<file path="config.mk">
export PLATFORM = sky130hd
export DESIGN_NAME = div_unit
export DESIGN_NICKNAME = d
export VERILOG_FILES = /design/src/rtl/div_unit.sv
export SDC_FILE = /design/constraint.sdc
export NUM_CORES = 1
export LEC_CHECK = 0
export BUFFER_PORTS_ARGS = -buffer_cell sky130_fd_sc_hd__buf_2
export CAP_MARGIN = 20
export CELL_PAD_IN_SITES_DETAIL_PLACEMENT = 2
export CELL_PAD_IN_SITES_GLOBAL_PLACEMENT = 2
export CORE_AREA = 2 2 194 196
export DETAILED_ROUTE_END_ITERATION = 8
export DIE_AREA = 0 0 196 198
export GPL_TIMING_DRIVEN = 0
export PLACE_DENSITY = 0.74
export SLEW_MARGIN = 40
export SYNTH_ARGS = -nofsm -noshare
export SYNTH_HDL_FRONTEND = slang
export SYNTH_SLANG_ARGS = --single-unit
</file>
<file path="constraint.sdc">
create_clock -name clk -period 3.2 [get_ports clk]
set_input_delay 0.64 -clock clk [delete_from_list [all_inputs] [get_ports clk]]
set_output_delay 0.64 -clock clk [all_outputs]
set_load 0.01 [all_outputs]
</file>
<file path="src/rtl/div_unit.sv">
// rtl/div_unit.sv - multi-cycle restoring divider (DIV/DIVU), quotient to lo, remainder to hi
module div_unit #(
    parameter int WIDTH = 32,
    parameter int CNT_W = 6
) (
    input  logic             clk,
    input  logic             rst_n,
    input  logic             start,
    input  logic             is_signed,
    input  logic [WIDTH-1:0] dividend,
    input  logic [WIDTH-1:0] divisor,
    output logic             busy,
    output logic             done,
    output logic             div_zero,
    output logic [WIDTH-1:0] lo,
    output logic [WIDTH-1:0] hi
);

    typedef enum logic [1:0] {IDLE, RUN, FIX, DONE} state_t;

    state_t           state, state_nxt;
    logic [CNT_W-1:0] cnt;
    logic [WIDTH-1:0] rem, quo, dmag;
    logic             neg_q, neg_r;

    logic             accept;
    logic             last_iter;
    logic             a_neg, b_neg;
    logic [WIDTH-1:0] a_mag, b_mag;
    logic [WIDTH:0]   shifted;
    logic [WIDTH-1:0] trial_rem;
    logic             trial_ok;

    assign accept    = start && (state == IDLE || state == DONE);
    assign last_iter = (cnt == CNT_W'(WIDTH - 1));

    // Magnitudes are unsigned, so the most negative value maps cleanly onto 2^(WIDTH-1).
    assign a_neg = is_signed & dividend[WIDTH-1];
    assign b_neg = is_signed & divisor[WIDTH-1];
    assign a_mag = a_neg ? -dividend : dividend;
    assign b_mag = b_neg ? -divisor : divisor;

    // shifted < 2*dmag always holds, so the low WIDTH bits of the difference are exact when it fits.
    assign shifted   = {rem, quo[WIDTH-1]};
    assign trial_ok  = (shifted >= {1'b0, dmag});
    assign trial_rem = shifted[WIDTH-1:0] - dmag;

    assign busy = (state == RUN) || (state == FIX);
    assign done = (state == DONE);

    always_comb begin
        state_nxt = state;
        case (state)
            IDLE: if (accept) state_nxt = (divisor == '0) ? DONE : RUN;
            RUN:  if (last_iter) state_nxt = FIX;
            FIX:  state_nxt = DONE;
            DONE: begin
                if (accept) state_nxt = (divisor == '0) ? DONE : RUN;
                else        state_nxt = IDLE;
            end
            default: state_nxt = IDLE;
        endcase
    end

    always_ff @(posedge clk or negedge rst_n) begin
        if (!rst_n) state <= IDLE;
        else        state <= state_nxt;
    end

    always_ff @(posedge clk or negedge rst_n) begin
        if (!rst_n) begin
            cnt      <= '0;
            rem      <= '0;
            quo      <= '0;
            dmag     <= '0;
            neg_q    <= 1'b0;
            neg_r    <= 1'b0;
            div_zero <= 1'b0;
            lo       <= '0;
            hi       <= '0;
        end else if (accept) begin
            cnt      <= '0;
            rem      <= '0;
            quo      <= a_mag;
            dmag     <= b_mag;
            neg_q    <= a_neg ^ b_neg;
            neg_r    <= a_neg;
            div_zero <= (divisor == '0);
            // Divide by zero skips the iterations and publishes its fixed result here.
            if (divisor == '0) begin
                lo <= '1;
                hi <= dividend;
            end
        end else if (state == RUN) begin
            cnt <= cnt + 1'b1;
            rem <= trial_ok ? trial_rem : shifted[WIDTH-1:0];
            quo <= {quo[WIDTH-2:0], trial_ok};
        end else if (state == FIX) begin
            lo <= neg_q ? -quo : quo;
            hi <= neg_r ? -rem : rem;
        end
    end

endmodule
</file>
==> metrics <==
share of the core filled with cells in the final layout=between 30 and 40%; max_cap viols=0; DP Wirelength=between 30000 and 40000 um; effective utilization at floorplan=a little under a third; worst hold margin=~0.076 ns; arrival time of data at the critical path endpoint=~3.7 ns; sequential-to-total area share from yosys stat=roughly 37%; kind of end point of the critical path=register; final worst path period need=about 3.3 ns; clk slew on worst S/H paths=roughly 0.07 ns; ratio of cells with drive above 1 in the final layout=between 20 and 25%; actual transition at the worst max-transition pin=approximately 0.88 ns; DRC viols=0; boundary pin count=between 100 and 150; cell area power density=between 1000 and 1500 mW/mm^2; Longest Clk Path Bufs=2; Netlist cell types=between 50 and 60; Synthesis Warnings=0; dominant synthesized flop cell=dfrtp_1; via-per-instance ratio=between 5 and 6; Clock Tree Root=clkbuf_16; Port Buffer Count=134; Avg Synthesized Cell Area=8.08 um^2; Area Overhead vs Synth=23.6%; required time reported for the critical path endpoint=roughly 3.6 ns; Post-synth EDFFs=0; clock net sink count=roughly 170; maximum clock frequency=between 300 and 400 MHz; worst clock skew=0.0143 ns; layout net count=1733; CTS tree=done; routed via count=11400; headroom to the max-slew limit=roughly two fifths; core box area=0.0370 mm^2; Overall Global Routing Usage=around a quarter; total leakage power=approximately 0.0062 uW; kind of critical path=reg -> reg; clock latency at the later pin of the worst-skew pair=0.46 ns; number of core rows=approximately 70; overall power consumption=around 18000 uW; detailed-routing iteration count for the pre-antenna-repair pass=5; DRT iter0 DRCs=around 530; Worst Slack Setup Final=-0.119 ns; fin. max-slew vios=0; final hold vios=0; Cell Area, Placed=around 0.013 mm^2; number of global-route vias before repair=roughly 12000; cell area after synthesis=around 0.012 mm^2; top fanout value on the critical path=3; net count after synthesis=1548; internal reg-to-reg setup slack=-0.12 ns; result of the run=finished with violations; initial antenna violation count=0; post-detailed-route count of antenna-violating nets=0; Final setup viols=4; RSZ-0062 raised after global routing=yes; startpoint type of the worst setup path=register; Avg WL per Cell=~22 um; post-route design area=between 0.01 and 0.015 mm^2; register area=0.00430 mm^2; peak supply drop=413 uV; first-pass GRT wire length=just over 70000 um; H-Tree Depth=4; filler instances=approximately 4200; die outline height=a little under 200 um; post-synthesis sequential element count=between 150 and 200; drt total wl=roughly 47000 um; global placer's final weighted congestion=about 0.89; residual overflow from global routing=0; largest net degree at the start of global routing=68; synthesized netlist cell count=1438; worst min-delay path class=in -> async; Chip Width=a little under 200 um; final cycle utilization of the critical path=104%; total area of multi-input combinational cells=0.00731 mm^2; post-synthesis async set-or-reset flop share=100%; violations in the final reports=negative setup slack; antenna diode count=0; CTS buffer count=17; area enclosed by the die boundary=0.0388 mm^2; worst slack at placement=-1.52 ns; total of hold buffers inserted after clock tree synthesis=0
path summary, 6_finish.rpt:
check,startpoint,endpoint,cells past startpoint
max in group asynchronous,rst_n,quo[4],2
worst min register to register,div_zero,div_zero,2
worst min-delay path,rst_n,lo[18],1
worst max register to register,rem[14],hi[29],9
worst max-delay path,rem[14],hi[29],9
min in group clk,dividend[14],quo[14],2
cell usage after synthesis (all sizes together), types with 2 or more instances:
master	instances	area [um^2]
o31a	2	17.5
o21ai	150	751
ha	41	513
o21a	8	60.1
buf	11	46.3
nor4	7	43.8
mux2i	25	250
or2	4	25.0
or4	16	131
and3	9	56.3
o221ai	10	87.6
a311oi	11	96.3
a22oi	6	45.0
nand2b	7	43.8
o31ai	26	195
xnor2	54	473
nand3	15	75.1
o21bai	2	15.0
a21boi	4	30.0
nand4b	2	17.5
a2bb2oi	3	26.3
and2	6	37.5
nor2b	11	68.8
dfrtp	171	4280
a31oi	29	181
clkbuf	66	248
nand4	10	62.6
a211o	2	17.5
o41ai	11	104
nor4bb	2	20.0
inv	63	236
nor3	28	140
or3	22	138
a211oi	9	67.6
nor2	130	488
xor2	86	753
o211ai	13	97.6
nor3b	4	30.0
a21oi	116	581
o22ai	2	12.5
a21o	19	143
a221oi	2	17.5
nand2	213	800
logic make-up after synthesis:
logic type	Yosys count	synth area share, %
AOI/OAI and AO/OA	431	22.4
adders and majority gates	42	4.59
xor gates and xnor gates	140	10.5
buffers and inverters	140	4.56
and+or+nand+nor	488	18.9
muxes	26	2.25
DFF	171	36.8
report_power, final:
| group | leakage [uW] | switching (uW) | internal (uW) |
|---|---|---|---|
| registers | 0.00207 | 1120 | 3210 |
| clock network | 0.000270 | 991 | 1100 |
| logic | 0.00383 | 7040 | 4310 |
layout make-up:
cell class              instances  share of cell area, %
repair buffers                171                   7.04
multi-input cells            1127                   50.9
clock buffers                  19                   3.08
inverters                      63                   1.66
plain buffers                  72                   2.38
clock inverters                13                  0.836
flip-flops and latches        171                   30.0
well taps                     474                   4.13
worst max-delay path: stages (launching register included):
cell and delay [ns]:
dfrtp_2 0.40, or4_4 0.54, or3_4 0.35, or3_4 0.39, or4_4 0.45, or4_4 0.48, o41ai_2 0.25, xnor2_1 0.16
mux2i_1 0.10, o21ai_1 0.13
metrics by stage:
step                      setup TNS, ns  std cells
after floorplan                       0       1438
after global placement          -333.09       2046
after detailed placement        -106.13       2048
after CTS                        -0.409       2096
after global routing              -1.24       2110
final                            -0.346       2110
placed cells by master, fill, tap and decap left out, drive strengths merged, types with 11 or more instances in the layout:
cell,synthesis,layout
a21o,19,19
a21oi,116,116
a311oi,11,11
a31oi,29,29
buf,11,181
clkbuf,66,81
dfrtp,171,171
ha,41,41
inv,63,65
mux2i,25,25
nand2,213,213
nand3,15,15
nor2,130,130
nor2b,11,11
nor3,28,28
o211ai,13,13
o21ai,150,150
o31ai,26,26
o41ai,11,11
or3,22,22
or4,16,16
xnor2,54,54
xor2,86,86
metal layers:
metal / global-route usage, % / wire [um] / part of all wire, %
met5: 0 / 0 / 0
met2: 43.9 / 24100 / 51
met3: 2.93 / 1590 / 3.4
met4: 8.08 / 1210 / 2.5
met1: 30.2 / 20400 / 43
state kept, by name, summed over array words and instances (netlist names):
register  flops
dmag         32
hi           32
lo           32
quo          32
rem          32
cnt           6
state         2
div_zero      1
neg_q         1
neg_r         1
timing repair:
action	CTS	global route
pin swaps	14	21
endpoints found under the setup margin	97	93
resized for setup	95	66
buffers inserted	21	14
(Power assumes the default switching activity.)
